==> src/rtl/adc_lvds_emulator.sv <==
`default_nettype none
// ============================================================================
// adc_lvds_emulator : emits 14-lane x 10-bit deserialised ADC words (zero, ramp,
// square, constant; PRBS12 mode 4 when ADC_EMU_PRBS_EN is defined). Rev 1.0
// ============================================================================
module adc_lvds_emulator (
   input  logic               clklvds,
   input  logic               rstn,
   input  logic               cfg_valid,
   output logic               cfg_ready,
   input  logic [2:0]         cfg_mode,
   input  logic signed [11:0] cfg_value,
   input  logic [15:0]        cfg_halfperiod,
   input  logic [15:0]        cfg_count,
   input  logic               run,
   output logic [139:0]       lvds1bits,
   output logic               bits_valid,
   output logic [15:0]        wordcount
);

   localparam logic [0:0]         c_st_idle = 1'b0;
   localparam logic [0:0]         c_st_run  = 1'b1;
   localparam logic [9:0]         c_frame   = 10'b0000011111;
   localparam logic signed [11:0] c_pos_max = 12'sd2047;
   localparam logic signed [11:0] c_neg_min = -12'sd2048;

   logic [0:0]         r_state;
   logic               r_done;
   logic [2:0]         r_mode;
   logic signed [11:0] r_value;
   logic [15:0]        r_halfperiod;
   logic [15:0]        r_count;
   logic [11:0]        r_base;
   logic               r_phase;
   logic [15:0]        r_hcnt;
   logic [15:0]        r_wordcount;
   logic [139:0]       r_bits;
   logic               r_valid;

   logic               w_idle;
   logic               w_load;
   logic               w_emit;
   logic               w_end;
   logic [2:0]         w_mode;
   logic signed [11:0] w_value;
   logic signed [11:0] w_value_neg;
   logic [15:0]        w_halfperiod;
   logic [15:0]        w_hp;
   logic [15:0]        w_count;
   logic [15:0]        w_wc_cur;
   logic [15:0]        w_wc_next;
   logic [11:0]        w_base_cur;
   logic               w_phase_cur;
   logic [15:0]        w_hcnt_cur;
   logic [15:0]        w_hcnt_inc;
   logic               w_toggle;
   logic signed [11:0] w_smp [0:9];
   logic [139:0]       w_word;

   assign w_idle    = (r_state == c_st_idle);
   assign cfg_ready = w_idle;
   assign w_load    = cfg_valid && cfg_ready;

   // A load coinciding with RUN entry must already shape the first word.
   assign w_mode       = w_load ? cfg_mode       : r_mode;
   assign w_value      = w_load ? cfg_value      : r_value;
   assign w_halfperiod = w_load ? cfg_halfperiod : r_halfperiod;
   assign w_count      = w_load ? cfg_count      : r_count;

   // r_done holds off a restart until run has been seen low after a burst end.
   assign w_emit    = run && !r_done;
   assign w_wc_cur  = w_idle ? 16'd0 : r_wordcount;
   assign w_wc_next = (w_wc_cur == 16'hFFFF) ? w_wc_cur : w_wc_cur + 16'd1;
   assign w_end     = w_emit && (w_count != 16'd0) && (w_wc_next == w_count);

   assign w_base_cur  = w_idle ? 12'd0 : r_base;
   assign w_phase_cur = w_idle ? 1'b0  : r_phase;
   assign w_hcnt_cur  = w_idle ? 16'd0 : r_hcnt;
   assign w_hp        = (w_halfperiod == 16'd0) ? 16'd1 : w_halfperiod;
   assign w_hcnt_inc  = w_hcnt_cur + 16'd1;
   assign w_toggle    = (w_hcnt_inc >= w_hp);
   assign w_value_neg = (w_value == c_neg_min) ? c_pos_max : -w_value;

`ifdef ADC_EMU_PRBS_EN
   logic [11:0] r_lfsr;
   logic [11:0] w_lfsr_cur;
   logic [11:0] w_prbs [0:9];

   assign w_lfsr_cur = w_idle ? 12'hFFF : r_lfsr;

   always_comb begin
      logic [11:0] w_v;
      w_v = w_lfsr_cur;
      for (int s = 0; s < 10; s++) begin
         w_v       = {w_v[10:0], w_v[11] ^ w_v[5] ^ w_v[3] ^ w_v[0]};
         w_prbs[s] = w_v;
      end
   end

   always_ff @(posedge clklvds or negedge rstn) begin
      if (!rstn) begin
         r_lfsr <= 12'hFFF;
      end else if (w_emit) begin
         r_lfsr <= w_prbs[9];
      end else begin
         r_lfsr <= 12'hFFF;
      end
   end
`endif

   always_comb begin
      for (int s = 0; s < 10; s++) w_smp[s] = '0;
      case (w_mode)
         3'd1: for (int s = 0; s < 10; s++) w_smp[s] = $signed(w_base_cur + 12'(s));
         3'd2: for (int s = 0; s < 10; s++) w_smp[s] = w_phase_cur ? w_value : w_value_neg;
         3'd3: for (int s = 0; s < 10; s++) w_smp[s] = w_value;
`ifdef ADC_EMU_PRBS_EN
         3'd4: for (int s = 0; s < 10; s++) w_smp[s] = $signed(w_prbs[s]);
`endif
         default: ;
      endcase
   end

   // Bit b of sample s lives at 10*b+s; lane 12 flags full-scale samples.
   always_comb begin
      w_word = '0;
      for (int s = 0; s < 10; s++) begin
         for (int b = 0; b < 12; b++) w_word[10*b+s] = w_smp[s][b];
         w_word[120+s] = (w_smp[s] == c_pos_max) || (w_smp[s] == c_neg_min);
      end
      w_word[139:130] = c_frame;
   end

   always_ff @(posedge clklvds or negedge rstn) begin
      if (!rstn) begin
         r_mode       <= 3'd0;
         r_value      <= 12'sd10;
         r_halfperiod <= 16'd1;
         r_count      <= 16'd0;
      end else if (w_load) begin
         r_mode       <= cfg_mode;
         r_value      <= cfg_value;
         r_halfperiod <= cfg_halfperiod;
         r_count      <= cfg_count;
      end
   end

   always_ff @(posedge clklvds or negedge rstn) begin
      if (!rstn) begin
         r_state     <= c_st_idle;
         r_done      <= 1'b0;
         r_base      <= 12'd0;
         r_phase     <= 1'b0;
         r_hcnt      <= 16'd0;
         r_wordcount <= 16'd0;
         r_bits      <= '0;
         r_valid     <= 1'b0;
      end else if (w_emit) begin
         r_state     <= w_end ? c_st_idle : c_st_run;
         r_done      <= w_end;
         r_base      <= w_base_cur + 12'd10;
         r_phase     <= w_toggle ? ~w_phase_cur : w_phase_cur;
         r_hcnt      <= w_toggle ? 16'd0 : w_hcnt_inc;
         r_wordcount <= w_wc_next;
         r_bits      <= w_word;
         r_valid     <= 1'b1;
      end else begin
         r_state     <= c_st_idle;
         r_done      <= r_done && run;
         r_base      <= 12'd0;
         r_phase     <= 1'b0;
         r_hcnt      <= 16'd0;
         r_wordcount <= (r_done && run) ? r_wordcount : 16'd0;
         r_bits      <= '0;
         r_valid     <= 1'b0;
      end
   end

   assign lvds1bits  = r_bits;
   assign bits_valid = r_valid;
   assign wordcount  = r_wordcount;

endmodule
`default_nettype wire

==> config.mk <==
export PLATFORM = sky130hd
export DESIGN_NAME = adc_lvds_emulator
export DESIGN_NICKNAME = d
export VERILOG_FILES = /design/src/rtl/adc_lvds_emulator.sv
export SDC_FILE = /design/constraint.sdc
export NUM_CORES = 1
export LEC_CHECK = 0
export BUFFER_PORTS_ARGS = -buffer_cell sky130_fd_sc_hd__buf_2
export CORE_ASPECT_RATIO = 1.5
export CORE_MARGIN = 8
export CORE_UTILIZATION = 35
export DETAILED_ROUTE_END_ITERATION = 12
export GPL_ROUTABILITY_DRIVEN = 0
export PLACE_DENSITY_LB_ADDON = 0.3
export SYNTH_ARGS = -nofsm -noshare
export SYNTH_HDL_FRONTEND = slang
export SYNTH_SLANG_ARGS = --single-unit
==> constraint.sdc <==
create_clock -name clklvds -period 10.35 [get_ports clklvds]
set_input_delay 2.07 -clock clklvds [delete_from_list [all_inputs] [get_ports clklvds]]
set_output_delay 2.07 -clock clklvds [all_outputs]
set_load 0.02 [all_outputs]
==> results.json <==
{
  "grt_first_pass_wirelength_um": 76800,
  "comb_power_share_pct": 25.5,
  "synthArstFlopShare_pct": 100,
  "fin_setup_tns_ns": 0,
  "internal_power_mw": 1.45,
  "final_max_slew_viol_count": 0,
  "critPathMaxStageDelay_ns": 1.22,
  "period_minus_slack_ns": 6.59,
  "worstPathCellList": "buf_2, nand2b_2, buf_4, mux2i_2, inv_2, nor4_1, nor3_1, buf_4, nor4_1, nand4_1, o31ai_1",
  "die_w_um": 173,
  "tritoncts": "done",
  "yosysTopAreaCell": "dfrtp_1",
  "synth_top_family_by_area": "simple AND/OR/NAND/NOR gates",
  "route.vias.total": 12300,
  "synthAdderAreaFrac_pct": 2.90,
  "drive_gt1_share_pct": 18.8,
  "r2r_start": "r_state",
  "hold_class": "reg -> reg",
  "layout_setup_ws_ns": 3.76,
  "route.detailed.drc": 0,
  "synth_cells": 1456,
  "maxSlewHeadroom_pct": 4.36,
  "synth-simple-area-share_pct": 23.2,
  "synthMostInstantiatedCell": "dfrtp_1",
  "ys_top_cells_by_count": "206 x dfrtp_1, 165 x nor2_1, 148 x nand2_1",
  "ant_nets": 0,
  "crit_fanout": 36,
  "initial_utilization_pct": 35.4,
  "syn_area_mm2": 0.0130,
  "r2r-end": "lvds1bits[120]",
  "drt_wl_total_um": 51400,
  "synth_compound_area_share_pct": 15.0,
  "cp_top_family": "simple AND/OR/NAND/NOR gates",
  "post-cts-setup-buffers": 0,
  "seqPwrFrac_pct": 40.7,
  "power_mw": 2.22,
  "crit_slowest_cell": "nor4_1",
  "status": "completed",
  "viasPerCell": 5.87,
  "fin_nets": 1671,
  "num_io_pins": 209,
  "synth-seq-area-share_pct": 40.4,
  "grt-ovfl-total": 0,
  "hold_buffers": 0,
  "synthTopCellsByArea": "dfrtp_1 40%, xnor2_1 4.9%, nor2_1 4.8%",
  "hpwl_um": 37500,
  "cts_buffers": 21,
  "antenna_cells": 0,
  "path_clk_slew_ns": 0.06,
  "crit_cells": 11,
  "wire_per_inst_um": 24.6,
  "cts_resized": 0,
  "grt_usage_pct": 22.9,
  "tightest_slew_ns": 1.42,
  "switchingPower_uw": 774,
  "htreeDepth": 1,
  "final-setup-viol-count": 0,
  "power_density_mw_per_mm2": 150,
  "drt_iter0_markers": 1368,
  "swShare_pct": 34.8,
  "synth-edff-count": 0,
  "end_kind": "flop",
  "place_ws_ns": 3.63,
  "die_y_um": 252,
  "reg2regPathDepth": 10,
  "synth_top_cell_area_share_pct": 39.8,
  "fmax_mhz": 152,
  "n_fill_cell": 3743,
  "cp.required_ns": 10.76,
  "post-route-util_pct": 40.6,
  "cap_violations": 0,
  "cts_sinks": 209,
  "area_growth_pct": 14.5,
  "antenna_found_initial": 4,
  "cp-start-kind": "input pin",
  "syn_area_per_cell_um2": 8.90,
  "crit_buf_inv": 4,
  "path_class": "in -> reg",
  "firstDrtPassIters": 6,
  "synthFlopType": "dfrtp_1",
  "p_leak_nw": 6.86,
  "die_area_mm2": 0.0436,
  "ys_warn_count": 0,
  "synth.area.mux_share_pct": 4.38,
  "timing.final.crit_share_pct": 63.7,
  "hold_viol_final": 0,
  "grt_pass1_vias": 12100,
  "crit_arrival_ns": 7.00,
  "synth_cell_types": 93,
  "ir_worst_vdd_uv": 122,
  "ys_seq_elements": 209,
  "rsz0062_at_grt": "no",
  "cts-root-buf": "clkbuf_16",
  "fin_worst_skew_ns": 0.0119,
  "clock_latency_ns": 0.53,
  "clock_path_buffers": 3,
  "grt_max_degree": 84,
  "core_area_mm2": 0.0366,
  "crit_end": "lvds1bits[120]",
  "clockPowerShare_pct": 33.8,
  "synth_xor_area_share_pct": 8.24,
  "crit_path_start": "cfg_valid",
  "rows": 86,
  "r2r_slack_ns": 4.47,
  "io_buffers": 203
}
-- per-layer routing --
layer,global-route usage [%],wire length (µm),up-vias
li1,-,-,5443
met1,24.5,17700,5785
met2,39.9,25200,801
met3,5.43,4650,219
met4,14.9,3680,6
met5,0,41,-
-- cells in the final DEF (no fill, tap or decap), drive strengths merged, types with 8 or more instances in the layout --
master	netlist	layout
buf	61	220
dfrtp	206	206
nor2	165	165
nand2	148	148
a21oi	82	82
xnor2	73	73
nor3	57	57
xor2	49	49
nand3	48	48
inv	45	47
mux2i	44	44
nand4	41	41
ha	30	30
o21ai	29	29
nor4	26	26
clkbuf	53	26
nor2b	23	23
and2	17	17
a21o	16	16
a211oi	16	16
or3	15	15
a22oi	14	14
a31oi	14	14
and3	13	13
and4	13	13
o31ai	12	12
mux2	10	10
clkinv	2	8
-- worst min-delay path, cell delays in order (launching register included) --
cell	delay, ns
dfstp_2	0.36
nand2_1	0.05
nand2_1	0.07
-- cell families (layout without fill, tap and decap cells) --
group / after synthesis / after routing
other: 1 / 5
flip-flops: 209 / 209
AO/OA/AOI/OAI: 272 / 272
buffers and inverters: 161 / 304
XOR/XNOR: 122 / 122
AND/OR/NAND/NOR: 607 / 607
multiplexers: 54 / 54
adder cells (fa/ha/maj): 30 / 30
-- state kept, by name (all words and copies together) (netlist names) --
| name | flops |
|---|---|
| r_count | 16 |
| r_base | 12 |
| r_hcnt | 16 |
| r_halfperiod | 16 |
| r_done | 1 |
| lvds1bits | 115 |
| r_phase | 1 |
| wordcount | 16 |
| r_value | 12 |
| r_state | 1 |
| r_mode | 3 |
-- power groups by stage --
stage / registers (mW) / clock network [mW] / logic (mW)
global placement: 0.919 / 0 / 0.546
global route: 0.911 / 0.805 / 0.601
detailed placement: 0.921 / 0 / 0.546
floorplan: 0.954 / 0 / 0.315
finish: 0.905 / 0.752 / 0.567
CTS: 0.905 / 0.767 / 0.548
-- metrics by stage --
stage          hold WS [ns]  cells  cell area, µm²
6_report              0.492   2087           14800
5_1_grt               0.522   2087           14800
3_3_place_gp          0.475   2051           14200
3_5_place_dp          0.480   2051           14200
2_1_floorplan         0.440   1460           13000
4_1_cts               0.492   2087           14800
-- worst min path at each step --
stage,from,to,slack (ns),cells after the start
after floorplan,r_halfperiod[0],r_halfperiod[0],0.44,2
after global placement,r_halfperiod[0],r_halfperiod[0],0.47,2
after detailed placement,r_halfperiod[0],r_halfperiod[0],0.48,2
after CTS,r_halfperiod[0],r_halfperiod[0],0.49,2
after global routing,r_halfperiod[0],r_halfperiod[0],0.52,2
final,r_halfperiod[0],r_halfperiod[0],0.49,2
-- area by class of cell --
| cell class | instances | area [µm²] | share of cell area (%) |
|---|---|---|---|
| multi-input combinational | 1090 | 7010 | 47.2 |
| sequential | 209 | 5240 | 35.3 |
| timing repair buffer | 221 | 1160 | 7.82 |
| tap | 484 | 606 | 4.08 |
| clock buffer | 25 | 551 | 3.71 |
| inverter | 47 | 176 | 1.19 |
| clock inverter | 11 | 104 | 0.700 |
Power figures use the tool's default switching activity.
